--- src/rtl/game_pkg.sv ---
// Shared definitions for the binary-guess round sequencer.
//  game_state_e : FSM state encoding (IDLE=0 .. OVER=6), also driven on state_o
//  LFSR_TAPS    : feedback tap mask for x^8+x^6+x^5+x^4+1 (bits 7,5,4,3)
//  SCORE_MAX    : score saturation value
//  LIVES_INIT   : lives at game start (used with GAME_CTRL_LIVES_EN)
//  lfsr_next()  : one Fibonacci step, shift left with feedback into bit 0
package game_pkg;

   typedef enum logic [2:0] {
      IDLE   = 3'd0,
      LOAD   = 3'd1,
      SETTLE = 3'd2,
      PLAY   = 3'd3,
      HIT    = 3'd4,
      MISS   = 3'd5,
      OVER   = 3'd6
   } game_state_e;

   localparam logic [7:0] LFSR_TAPS  = 8'b1011_1000;
   localparam logic [7:0] SCORE_MAX  = 8'd255;
   localparam logic [1:0] LIVES_INIT = 2'd3;

   function automatic logic [7:0] lfsr_next(input logic [7:0] cur);
      return {cur[6:0], ^(cur & LFSR_TAPS)};
   endfunction

endpackage

--- src/rtl/game_round_ctrl_if.sv ---
// Signal bundle between the round sequencer and the front end / display.
//  start      : single-cycle start pulse (front end -> ctrl)
//  is_equal   : registered comparator result (front end -> ctrl)
//  number     : target value (ctrl -> comparator/display)
//  time_left  : remaining ticks in round
//  score      : rounds won this game
//  state_o    : FSM state encoding
//  hit, miss  : single-cycle round outcome pulses
//  game_over  : high while in OVER
//  lives      : remaining lives, only when GAME_CTRL_LIVES_EN is defined
// Modports: master = controller side, slave = front end side.
interface game_round_ctrl_if;

   logic       start;
   logic       is_equal;
   logic [7:0] number;
   logic [7:0] time_left;
   logic [7:0] score;
   logic [2:0] state_o;
   logic       hit;
   logic       miss;
   logic       game_over;
`ifdef GAME_CTRL_LIVES_EN
   logic [1:0] lives;

   modport master (
      input  start, is_equal,
      output number, time_left, score, state_o, hit, miss, game_over, lives
   );
   modport slave (
      output start, is_equal,
      input  number, time_left, score, state_o, hit, miss, game_over, lives
   );
`else
   modport master (
      input  start, is_equal,
      output number, time_left, score, state_o, hit, miss, game_over
   );
   modport slave (
      output start, is_equal,
      input  number, time_left, score, state_o, hit, miss, game_over
   );
`endif

endinterface

--- src/rtl/game_round_ctrl_lfsr8.sv ---
// 8-bit Fibonacci LFSR, x^8+x^6+x^5+x^4+1, advances by one step when step is high.
//  clk, rst : clock and asynchronous active-high reset (loads SEED)
//  step     : advance enable
//  q        : current LFSR value (never 0 given a nonzero SEED)
module lfsr8
   import game_pkg::*;
#(
   parameter logic [7:0] SEED = 8'hA5
) (
   input  logic       clk,
   input  logic       rst,
   input  logic       step,
   output logic [7:0] q
);

   logic [7:0] q_q;

   always_ff @(posedge clk or posedge rst) begin
      if (rst) begin
         q_q <= SEED;
      end else if (step) begin
         q_q <= lfsr_next(q_q);
      end
   end

   assign q = q_q;

endmodule

--- src/rtl/game_round_ctrl.sv ---
// Round sequencer for the binary-guess game: loads an LFSR target, runs a per-round countdown
// and scores from the comparator's registered is_equal.
//  clk, rst : clock and asynchronous active-high reset
//  bus      : game_round_ctrl_if.master (start/is_equal in; number, time_left, score,
//             state_o, hit, miss, game_over [, lives] out; all outputs registered)
// Optional feature macro: GAME_CTRL_LIVES_EN adds a lives counter; MISS returns to LOAD
// until the last life is spent.
module game_round_ctrl
   import game_pkg::*;
#(
   parameter int unsigned TICK_DIV   = 50_000_000,
   parameter int unsigned ROUND_SECS = 10,
   parameter logic [7:0]  LFSR_SEED  = 8'hA5
) (
   input logic         clk,
   input logic         rst,
   game_round_ctrl_if.master bus
);

   localparam int unsigned TickW = (TICK_DIV > 1) ? $clog2(TICK_DIV) : 1;
   localparam logic [TickW-1:0] TickLast = TickW'(TICK_DIV - 1);

   game_state_e      state_q, state_d;
   logic [7:0]       number_q, number_d;
   logic [7:0]       time_q, time_d;
   logic [7:0]       score_q, score_d;
   logic [TickW-1:0] tick_q, tick_d;
   logic             hit_q, miss_q, over_q;
   logic [7:0]       lfsr_q;
   logic             wrap;
`ifdef GAME_CTRL_LIVES_EN
   logic [1:0]       lives_q, lives_d;
`endif

   // LFSR advances only in LOAD, in the same cycle its value is copied into number.
   lfsr8 #(
      .SEED (LFSR_SEED)
   ) u_lfsr (
      .clk  (clk),
      .rst  (rst),
      .step (state_q == LOAD),
      .q    (lfsr_q)
   );

   assign wrap = (tick_q == TickLast);

   always_comb begin
      state_d  = state_q;
      number_d = number_q;
      time_d   = time_q;
      score_d  = score_q;
      tick_d   = tick_q;
`ifdef GAME_CTRL_LIVES_EN
      lives_d  = lives_q;
`endif
      case (state_q)
         IDLE, OVER: begin
            if (bus.start) begin
               state_d = LOAD;
               score_d = 8'd0;
`ifdef GAME_CTRL_LIVES_EN
               lives_d = LIVES_INIT;
`endif
            end
         end
         LOAD: begin
            number_d = lfsr_q;
            time_d   = 8'(ROUND_SECS);
            tick_d   = '0;
            state_d  = SETTLE;
         end
         // is_equal still reflects the previous number here.
         SETTLE: state_d = PLAY;
         PLAY: begin
            tick_d = wrap ? '0 : tick_q + 1'b1;
            // A match beats a simultaneous final wrap; time_left is left untouched.
            if (bus.is_equal) begin
               state_d = HIT;
               score_d = (score_q == SCORE_MAX) ? score_q : score_q + 8'd1;
            end else if (wrap) begin
               time_d = time_q - 8'd1;
               if (time_q == 8'd1) begin
                  state_d = MISS;
               end
            end
         end
         HIT: state_d = LOAD;
         MISS: begin
`ifdef GAME_CTRL_LIVES_EN
            lives_d = lives_q - 2'd1;
            state_d = (lives_q > 2'd1) ? LOAD : OVER;
`else
            state_d = OVER;
`endif
         end
         default: state_d = IDLE;
      endcase
   end

   always_ff @(posedge clk or posedge rst) begin
      if (rst) begin
         state_q  <= IDLE;
         number_q <= 8'd0;
         time_q   <= 8'd0;
         score_q  <= 8'd0;
         tick_q   <= '0;
         hit_q    <= 1'b0;
         miss_q   <= 1'b0;
         over_q   <= 1'b0;
      end else begin
         state_q  <= state_d;
         number_q <= number_d;
         time_q   <= time_d;
         score_q  <= score_d;
         tick_q   <= tick_d;
         // Flag registers track the state being entered so they align with state_o.
         hit_q    <= (state_d == HIT);
         miss_q   <= (state_d == MISS);
         over_q   <= (state_d == OVER);
      end
   end

`ifdef GAME_CTRL_LIVES_EN
   always_ff @(posedge clk or posedge rst) begin
      if (rst) begin
         lives_q <= LIVES_INIT;
      end else begin
         lives_q <= lives_d;
      end
   end

   assign bus.lives = lives_q;
`endif

   assign bus.number    = number_q;
   assign bus.time_left = time_q;
   assign bus.score     = score_q;
   assign bus.state_o   = state_q;
   assign bus.hit       = hit_q;
   assign bus.miss      = miss_q;
   assign bus.game_over = over_q;

endmodule

--- src/flat_wrapper.sv ---
// flat-port wrapper written by rule: the top's interface ports become plain ports
module game_round_ctrl_flat import game_pkg::*;
#(
   parameter int unsigned TICK_DIV   = 50_000_000,
   parameter int unsigned ROUND_SECS = 10,
   parameter logic [7:0]  LFSR_SEED  = 8'hA5
)
  (clk, rst, bus_start, bus_is_equal, bus_number, bus_time_left, bus_score, bus_state_o, bus_hit, bus_miss, bus_game_over);
  game_round_ctrl_if bus_i ();
  input logic clk;
  input logic rst;
  input wire logic [$bits(bus_i.start)-1:0] bus_start;
  input wire logic [$bits(bus_i.is_equal)-1:0] bus_is_equal;
  output wire logic [$bits(bus_i.number)-1:0] bus_number;
  output wire logic [$bits(bus_i.time_left)-1:0] bus_time_left;
  output wire logic [$bits(bus_i.score)-1:0] bus_score;
  output wire logic [$bits(bus_i.state_o)-1:0] bus_state_o;
  output wire logic [$bits(bus_i.hit)-1:0] bus_hit;
  output wire logic [$bits(bus_i.miss)-1:0] bus_miss;
  output wire logic [$bits(bus_i.game_over)-1:0] bus_game_over;
  assign bus_i.start = bus_start;
  assign bus_i.is_equal = bus_is_equal;
  assign bus_number = bus_i.number;
  assign bus_time_left = bus_i.time_left;
  assign bus_score = bus_i.score;
  assign bus_state_o = bus_i.state_o;
  assign bus_hit = bus_i.hit;
  assign bus_miss = bus_i.miss;
  assign bus_game_over = bus_i.game_over;
  game_round_ctrl #(.TICK_DIV(TICK_DIV), .ROUND_SECS(ROUND_SECS), .LFSR_SEED(LFSR_SEED)) u_core (.clk(clk), .rst(rst), .bus(bus_i));
endmodule
--- config.mk ---
export PLATFORM = sky130hd
export DESIGN_NAME = game_round_ctrl_flat
export DESIGN_NICKNAME = d
export VERILOG_FILES = /design/src/rtl/game_pkg.sv /design/src/rtl/game_round_ctrl_if.sv /design/src/rtl/game_round_ctrl_lfsr8.sv /design/src/rtl/game_round_ctrl.sv /design/src/flat_wrapper.sv
export SDC_FILE = /design/constraint.sdc
export NUM_CORES = 1
export LEC_CHECK = 0
export ABC_AREA = 1
export CAP_MARGIN = 20
export CORE_UTILIZATION = 54
export DETAILED_ROUTE_END_ITERATION = 12
export GPL_TIMING_DRIVEN = 0
export PLACE_DENSITY = 0.76
export SETUP_SLACK_MARGIN = 0.5
export SLEW_MARGIN = 5
export SYNTH_ARGS = -nofsm -noshare
export SYNTH_HDL_FRONTEND = slang
export SYNTH_SLANG_ARGS = --single-unit
--- constraint.sdc ---
create_clock -name clk -period 5.06 [get_ports clk]
set_clock_uncertainty 0.05 [all_clocks]
set_input_delay 0.759 -clock clk [delete_from_list [all_inputs] [get_ports clk]]
set_output_delay 0.759 -clock clk [all_outputs]
set_load 0.01 [all_outputs]
; After elaboration in Yosys (flattened, before gate mapping)
; Cells that the tools add are included.
[word_totals]
ff_bits = 64
latchBits = 0
output_inout_bits = 30
n_memories = 0
romBits = 0
ram_bits = 0
[classes]
n_eq_ne = 17
magnitude_cmp = 0
muxes = 14
n_mul = 0
n_shift = 0
n_reduce_logical = 7
bitwise = 0
div_mod_pow = 0
n_addsub = 3
[ops]
columns = cell, count
row1 = 26-bit one-hot mux with 2 select lines, 1
row2 = 8-bit two-way mux, 5
row3 = 8-bit one-hot mux with 2 select lines, 2
row4 = "26-bit by 1-bit adder with 26-bit output, second input constant", 1
row5 = "26-bit equality test, second input constant", 1
row6 = 26-bit two-way mux, 1
row7 = "3-bit equality test, second input constant", 6
row8 = 3-bit one-hot mux with 6 select lines, 1
row9 = 3-bit two-way mux, 4
row10 = "8-bit by 1-bit adder with 8-bit output, second input constant", 1
row11 = "8-bit by 1-bit equality test with 1-bit output, second input constant", 1
row12 = "8-bit equality test, second input constant", 1
row13 = "2-bit != test, second input constant", 4
row14 = 8-bit XOR reduction, 1
row15 = "8-bit by 1-bit subtractor with 8-bit output, second input constant", 1
row16 = "3-bit by 2-bit equality test with 1-bit output, second input constant", 2
row17 = 4-bit AND reduction, 1
row18 = 2-bit nonzero test, 2
row19 = "3-bit by 1-bit equality test with 1-bit output, second input constant", 1
row20 = 3-bit zero test, 1
row21 = 3-bit AND reduction, 1
row22 = "2-bit by 1-bit != test with 1-bit output, second input constant", 1
row23 = 2-bit OR reduction, 1

; Depth between registers and ports, before layout
; Gate-level depths: netlist (run 1).
[depth]
ltp_word = 6
mapped_depth = 10

; Modules after synthesis
; Synthesis (run 1) repeated with hierarchy kept, for this count alone.
[unflattened]
cells_unflattened = 545
hier_area_um2 = 3786.1
[by_module_without_submodules]
columns = module, cells_per_inst, n_inst, seq_area_each_um2, area_each_um2
row1 = game_round_ctrl, 499, 1, 1401.3, 3422.0
row2 = lfsr8, 46, 1, 205.2, 364.1

; Worst setup path before layout (run 1)
; No wires, ideal clock.
[synth_timing]
kind = reg2reg
from = register u_core.tick_q[0]
to = register u_core.time_q[7], in the netlist u_core.bus.time_left[7]
path_stages_with_launch = 11
setup_time_ns = 0.118
arrival_time_ns = 1.443
period_less_slack_ns = 1.611
path_slack_ns = 3.449
t_required_ns = 4.892
cell_sequence = dfrtp_1 -> ha_1 -> nand3_2 -> inv_2 -> nand2_1 -> nor2_1 -> nand2_1 -> nand2_2 -> nand3_2 -> nand2_1 -> nand2_1
[synth_via]
elab_chain_len = 3
[synth_lines]
columns = item, line
row1 = "start, declared", game_round_ctrl.sv:27  ; logic [TickW-1:0] tick_q, tick_d;
row2 = "start signal, assigned", game_round_ctrl.sv:115  ; tick_q <= tick_d;
row3 = 26-bit equality test, game_round_ctrl.sv:45  ; assign wrap = (tick_q == TickLast);
row4 = 2-bit by 1-bit != test with 1-bit output (no line), n/a
row5 = 3-bit AND reduction (no line), n/a
row6 = "end signal, assigned", game_round_ctrl.sv:113  ; time_q <= time_d;
row7 = "end, declared", game_round_ctrl.sv:25  ; logic [7:0] time_q, time_d;
; Every way passes these cells.
; A chain may end at the register's enable or synchronous reset.

; Final worst setup path (run 1)
[layout_timing]
from = register u_core.state_q[0], in the netlist u_core.bus.state_o[0]
to = output bus_state_o[0]
[layout_rtl]
columns = item, line
row1 = "start, declared", game_round_ctrl.sv:23  ; game_state_e state_q, state_d;
row2 = "start signal, assigned", game_round_ctrl.sv:111  ; state_q <= state_d;
row3 = "end, declared", flat_wrapper.sv:17  ; output wire logic [$bits(bus_i.state_o)-1:0] bus_state_o;
; No word-level cell between the ends.

==> results of run 1 <==
-- worst reg2reg max path: stages, from the launching register on --
cell     delay, ns
dfrtp_1       0.45
ha_1          0.30
nand3_2       0.15
inv_2         0.13
nand2_1       0.06
nor2_1        0.08
nand2_1       0.11
nand2_2       0.17
inv_1         0.16
nor2_2        0.17
nor2_1        0.07
-- synth_stat cells, drive strengths merged, types with 2 or more instances --
cell,number,area (um^2)
dfrtp,56,1400
o21ai,30,150
xnor2,5,43.8
inv,46,173
nand3,36,203
and2,3,18.8
a21oi,2,10.0
buf,10,72.6
nor3,3,15.0
nand4,18,113
nor2,74,293
ha,4,50.1
clkbuf,2,7.51
o22ai,3,18.8
nand2,161,609
xor2,17,149
dfstp,4,105
or2,3,18.8
-- final cells by class --
cell class	count	area, um^2
clock inverter	6	63.8
sequential	60	1510
buffer	12	80.1
tap	75	93.8
clock buffer	10	128
multi-input combinational	363	1720
inverter	47	176
fill	547	1940
timing repair buffer	34	350
-- metrics by stage --
stage	util [%]	area, um^2	worst slack [ns]	instances	total power [mW]
finish	68.0	4120	2.83	607	1.81
global route	68.0	4120	2.78	607	1.94
CTS	68.0	4120	2.81	607	1.82
detailed placement	64.8	3930	2.86	591	1.39
global placement	64.5	3910	1.68	590	1.37
floorplan	-	3480	2.77	482	1.11
-- flip-flops by register name, summed over array words and instances, names as in the netlist --
register	cells
u_core.bus.score	8
u_core.tick_q	26
u_core.u_lfsr.q	8
u_core.bus.hit	1
u_core.bus.time_left	8
u_core.bus.number	4
u_core.bus.state_o	3
u_core.bus.miss	1
u_core.bus.game_over	1
-- placed cells by master, fill, tap and decap left out, types with 3 or more instances in the layout --
master	synthesis	layout
buf_4	4	4
o22ai_1	3	3
o21ai_0	26	26
nand4_1	18	18
clkbuf_1	2	3
nor3_1	3	3
buf_2	4	4
inv_1	43	42
nand2_1	159	159
or2_2	3	3
nor2_1	70	70
o21ai_1	4	4
and2_1	3	3
dfstp_2	4	4
clkdlybuf4s50_1	0	33
nand3_1	33	33
clkbuf_8	0	9
xnor2_1	5	5
ha_1	4	4
dfrtp_1	56	56
xor2_1	17	17
inv_2	3	4
nor2_2	3	3
-- metal layers --
metal	wire (um)	track usage, %
met5	0	0
met2	3540	41.1
met1	4110	39.3
met4	148	11.9
met3	514	5.49
-- logic make-up after synthesis --
group | after synthesis | synth area share [%]
AOI/OAI and AO/OA | 38 | 5.78
xor gates and xnor gates | 22 | 5.53
adders and majority gates | 4 | 1.44
buffers and inverters | 59 | 7.36
DFF | 60 | 43.2
and+or+nand+nor | 299 | 36.7
-- path summary, 6_finish.rpt --
path	endpoint	slack [ns]	cells after the start
setup / recovery	bus_state_o[0]	2.83	1
hold / removal	u_core.bus.number[6]$_DFFE_PP0P_	0.43	2
setup reg to reg	u_core.tick_q[17]$_DFFE_PP0P_	3.05	10
hold reg to reg	u_core.bus.number[6]$_DFFE_PP0P_	0.43	2
max in group asynchronous	u_core.u_lfsr.q[0]$_DFFE_PP1P_	3.62	3
min in group asynchronous	u_core.tick_q[20]$_DFFE_PP0P_	0.70	2
-- power by group through the flow --
stage | clock network [mW] | registers (mW) | logic [mW]
after CTS | 0.434 | 0.637 | 0.747
final | 0.429 | 0.638 | 0.747
after global routing | 0.456 | 0.651 | 0.830
after global placement | 0 | 0.645 | 0.726
after floorplan | 0 | 0.654 | 0.455
after detailed placement | 0 | 0.644 | 0.744
==> out/qor.csv, run 1 <==
stage,metric,value,unit
power,intPower,1.05,mW
logic_synthesis,syn_nets,490,
logic_synthesis,synth_edf_count,0,
flow_run,drv_cap,0,
setup_path,crit_path_top_delay_cell,clkdlybuf4s50_1,
logic_synthesis,synth-async-reset-ratio,100,%
floorplan,die_area,0.00678,mm^2
final_layout,area_delta_synth_final,18.2,%
route,via_count,3257,
floorplan,die_x,82.3,um
placed_design,gp_congestion,0.897,
global_route,grt_pass1_wl,13.9,mm
placed_design,place.port_buffers,33,
final_layout,drive_gt1_share,8.65,%
route,post_drt_wl_per_cell,13.7,um
power,clkPwrFrac,23.6,%
logic_synthesis,yosysUniqueCellTypes,32,
outcome,status,"complete, no violations",
route,firstDrtPassIters,5,
setup_path,cp.buffers_inverters,1,
logic_synthesis,synth-seq-cells,60,
setup_path,r2r_start,u_core.tick_q[0]$_DFFE_PP0P_,
setup_path,startpoint_type,register,
clock_network,numCtsBuffers,9,
sta,drv_slew,0,
worst_hold_path,hold_path_class,reg2reg,
setup_path,cp_max_fo,7,
sta,worstMarginPinSlew,0.475,ns
setup_path,path_cells,clkdlybuf4s50_1,
logic_synthesis,yosysSeqAreaShare,43.2,%
logic_synthesis,synthFlopType,dfrtp_1,
power,power.switching,0.766,mW
floorplan,dieHeight,82.3,um
sta,min_period,2.23,ns
logic_synthesis,syn_inst,482,
clock_network,cts-resized-gates,0,
final_layout,fin_nets,535,
setup_path,required,4.25,ns
route,wl,8.32,mm
power,peakVddDrop,0.335,mV
floorplan,core,0.00606,mm^2
sta,max_slew_margin,68.3,%
sta,tns,0,ns
floorplan,num_rows,28,
clock_network,clock_path_buffers,2,
power,pwr-share-seq,35.2,%
setup_path,slowest_delay,0.59,ns
clock_network,htree_num_levels,3,
power,p_comb_share,41.2,%
sta,max_freq,449,MHz
global_route,grt_usage,27.8,%
logic_synthesis,avgSynthCellArea,7.23,um^2
placed_design,dp_hpwl,6.05,mm
clock_network,insertion_delay,0.34,ns
sta,finalCritPeriodShare,44.0,%
global_route,grt_pass1_vias,2934,
worst_hold_path,holdCritStartpoint,u_core.bus.number[6]$_DFFE_PP0P_,
setup_path,worstSetupStartpoint,u_core.bus.state_o[0]$_DFF_PP0_,
setup_path,crit_family,buffers and inverters,
sta,finalSetupViolCount,0,
power,swShare,42.2,%
floorplan,io_pins,34,
setup_path,cp.arrival,1.42,ns
logic_synthesis,syn_area,0.00348,mm^2
clock_network,cts_sinks,60,
route,drc_errors,0,
logic_synthesis,yosys_warnings,0,
global_route,grt_remaining_overflow,0,
route,avgViaCountPerCell,5.37,
clock_network,cts_hold_buf,0,
power,leakage,1.87,nW
sta,grt_setup_unrepaired,no,
clock_network,cts_tree,done,
global_route,antenna_found_initial,0,
setup_path,crit_type,reg2out,
route,initialDrtViolationCount,203,
setup_path,end_kind,output pin,
floorplan,start_util,57.5,%
sta,hold_violations,0,
sta,fin_hold_ws,0.433,ns
clock_network,clock-root-buffer,clkbuf_8,
clock_network,postCtsSetupBuffers,0,
final_layout,diodes,0,
route,antenna_left,0,
clock_network,cts.reportedPaths.clkPinSlew,0.07,ns
power,powerDensity,440,mW/mm^2
global_route,grt_start_max_net_pins,41,
Power figures use the tool's default switching activity.
==> inputs of run 2 (changes only) <==
==> constraint.sdc (replaced) <==
create_clock -name clk -period 2.06 [get_ports clk]
set_clock_uncertainty 0.05 [all_clocks]
set_input_delay 0.309 -clock clk [delete_from_list [all_inputs] [get_ports clk]]
set_output_delay 0.309 -clock clk [all_outputs]
set_load 0.01 [all_outputs]
==> out/qor.csv, run 2 (synthesis gave the netlist of run 1 again) <==
stage,metric,value,unit
floorplan,start_util,57.5,%
final_layout,drive_gt1_share,28.8,%
floorplan,io_pins,34,
floorplan,die_x,82.3,um
floorplan,num_rows,28,
setup_path,crit_family,simple AND/OR/NAND/NOR gates,
sta,layout_setup_ws,0.336,ns
sta,tns,0,ns
placed_design,dpl_cell_area,0.00395,mm^2
route,wl_met1,4.26,mm
power,pwr-share-seq,27.9,%
outcome,status,"complete, no violations",
final_layout,final_area,0.00484,mm^2
power,intPower,3.21,mW
final_layout,top_register,u_core.tick_q,
sta,worstMarginPinSlew,0.496,ns
sta,finalCritPeriodShare,83.7,%
setup_path,required,2.30,ns
flow_run,drv_cap,0,
setup_path,cp_common_cell,nand2_1,
setup_path,crit_type,reg2reg,
sta,grt_setup_unrepaired,yes,
setup_path,crit_path_top_delay_cell,dfrtp_1,
sta,max_freq,580,MHz
final_layout,diodes,0,
placed_design,gp_congestion,0.925,
setup_path,startpoint_type,register,
setup_path,cp.buffers_inverters,3,
placed_design,place.port_buffers,33,
route,wl_met3,984,um
final_layout,final_cell_mix,"nand2_1, buf_4, nor2_1",
final_layout,stdcell_count,661,
clock_network,numCtsBuffers,9,
sta,drv_slew,0,
final_layout,largest_reg_flops,26,
sta,max_slew_margin,66.9,%
power,leakage,2.32,nW
worst_hold_path,hold_path_class,in2async,
placed_design,dp_hpwl,6.07,mm
setup_path,slowest_delay,0.44,ns
clock_network,htree_num_levels,3,
global_route,grt_remaining_overflow,0,
power,powerDensity,1160,mW/mm^2
clock_network,cts_sinks,60,
route,wl,11.0,mm
clock_network,cts_tree,done,
power,clkPwrFrac,21.8,%
placed_design,pre_cts_ws,0.143,ns
clock_network,clock_path_buffers,2,
power,peakVddDrop,0.937,mV
setup_path,path_cells,inv_1 -> nand2_1 -> nor2_1 -> nand2_1 -> nor2_1 -> nand2_2 -> nand2_4 -> buf_4 -> clkbuf_16 -> nand4_1 -> nand2_1,
setup_path,cp_max_fo,7,
route,met2RoutedLength,5.33,mm
clock_network,clock-root-buffer,clkbuf_8,
floorplan,die_area,0.00678,mm^2
sta,min_period,1.72,ns
power,power.switching,2.39,mW
floorplan,core,0.00606,mm^2
power,p_comb_share,50.3,%
global_route,grt_start_max_net_pins,41,
setup_path,end_kind,register,
power,swShare,42.7,%
clock_network,cts.reportedPaths.clkPinSlew,0.07,ns
sta,hold_violations,0,
final_layout,mostFrequentLayoutCell,nand2_1,
route,via_count,3823,
global_route,grt_pass1_vias,3387,
route,antenna_left,0,
sta,fin_hold_ws,0.276,ns
floorplan,dieHeight,82.3,um
setup_path,cp.arrival,1.96,ns
power,p_total,5.60,mW
route,initialDrtViolationCount,356,
final_layout,area_delta_synth_final,38.9,%
route,firstDrtPassIters,5,
clock_network,insertion_delay,0.36,ns
route,routed.top_layer,met4,
placed_design,post-place-cells,591,
global_route,grt_usage,30.2,%
final_layout,final_util,79.9,%
route,post_drt_wl_per_cell,16.6,um
global_route,antenna_found_initial,0,
route,avgViaCountPerCell,5.78,
sta,finalSetupViolCount,0,
route,drc_errors,0,
global_route,grt_pass1_wl,15.1,mm
final_layout,fin_nets,589,
[run 2: cell count changes in the layout (fill, tap and decap cells not counted), moves of 17 or more]
cell	before	now
dlygate4sd2_1	0	30
nand2_1	159	137
nand2_2	2	21
buf_4	4	54
nor2_1	70	53
clkdlybuf4s50_1	33	3
[run 2: what timing repair did]
item / CTS / global route
endpoints found under the setup margin: 71 / 43
gates cloned: 0 / 2
setup buffers: 31 / 21
gates resized for setup: 59 / 75
hold buffers: 0 / 0
endpoints found under the hold margin: 0 / 0
pin swaps: 11 / 22
[run 2: area by class of cell]
| type | count | area (um^2) |
|---|---|---|
| inverter | 47 | 191 |
| tap | 75 | 93.8 |
| sequential | 60 | 1520 |
| timing repair buffer | 88 | 754 |
| multi-input combinational | 363 | 1950 |
| clock buffer | 10 | 138 |
| fill | 385 | 1220 |
| clock inverter | 6 | 86.3 |
| buffer | 12 | 103 |
[run 2: per-layer routing]
layer | track usage [%] | vias to the layer above
met5 | 0 | -
met4 | 12.5 | 0
met3 | 7.58 | 57
met2 | 49.8 | 229
met1 | 37.6 | 1801
li1 | - | 1736
[run 2: worst register-to-register path: stages, from the launching register on]
cell	delay, ns
dfrtp_1	0.44
inv_1	0.10
nand2_1	0.06
nor2_1	0.12
nand2_1	0.07
nor2_1	0.12
nand2_2	0.10
nand2_4	0.14
buf_4	0.14
clkbuf_16	0.14
nand4_1	0.09
nand2_1	0.10
[run 2: final timing paths]
kind	start	end	slack, ns	depth (start not counted)
min in group clk	u_core.bus.number[1]$_DFFE_PP0P_	u_core.bus.number[1]$_DFFE_PP0P_	0.43	2
max	u_core.tick_q[8]$_DFFE_PP0P_	u_core.bus.time_left[2]$_DFFE_PP0P_	0.34	11
min	rst	u_core.tick_q[11]$_DFFE_PP0P_	0.28	2
min reg2reg	u_core.bus.number[1]$_DFFE_PP0P_	u_core.bus.number[1]$_DFFE_PP0P_	0.43	2
max in group asynchronous	rst	u_core.u_lfsr.q[0]$_DFFE_PP1P_	1.08	3
max reg2reg	u_core.tick_q[8]$_DFFE_PP0P_	u_core.bus.time_left[2]$_DFFE_PP0P_	0.34	11
[run 2: power groups by stage]
stage / Sequential, mW / Combinational, mW / Clock (mW)
after CTS: 1.52 / 2.16 / 1.20
after detailed placement: 1.60 / 1.83 / 0
final: 1.56 / 2.82 / 1.22
after global placement: 1.59 / 1.78 / 0
after floorplan: 1.61 / 1.12 / 0
after global routing: 1.58 / 3.01 / 1.27
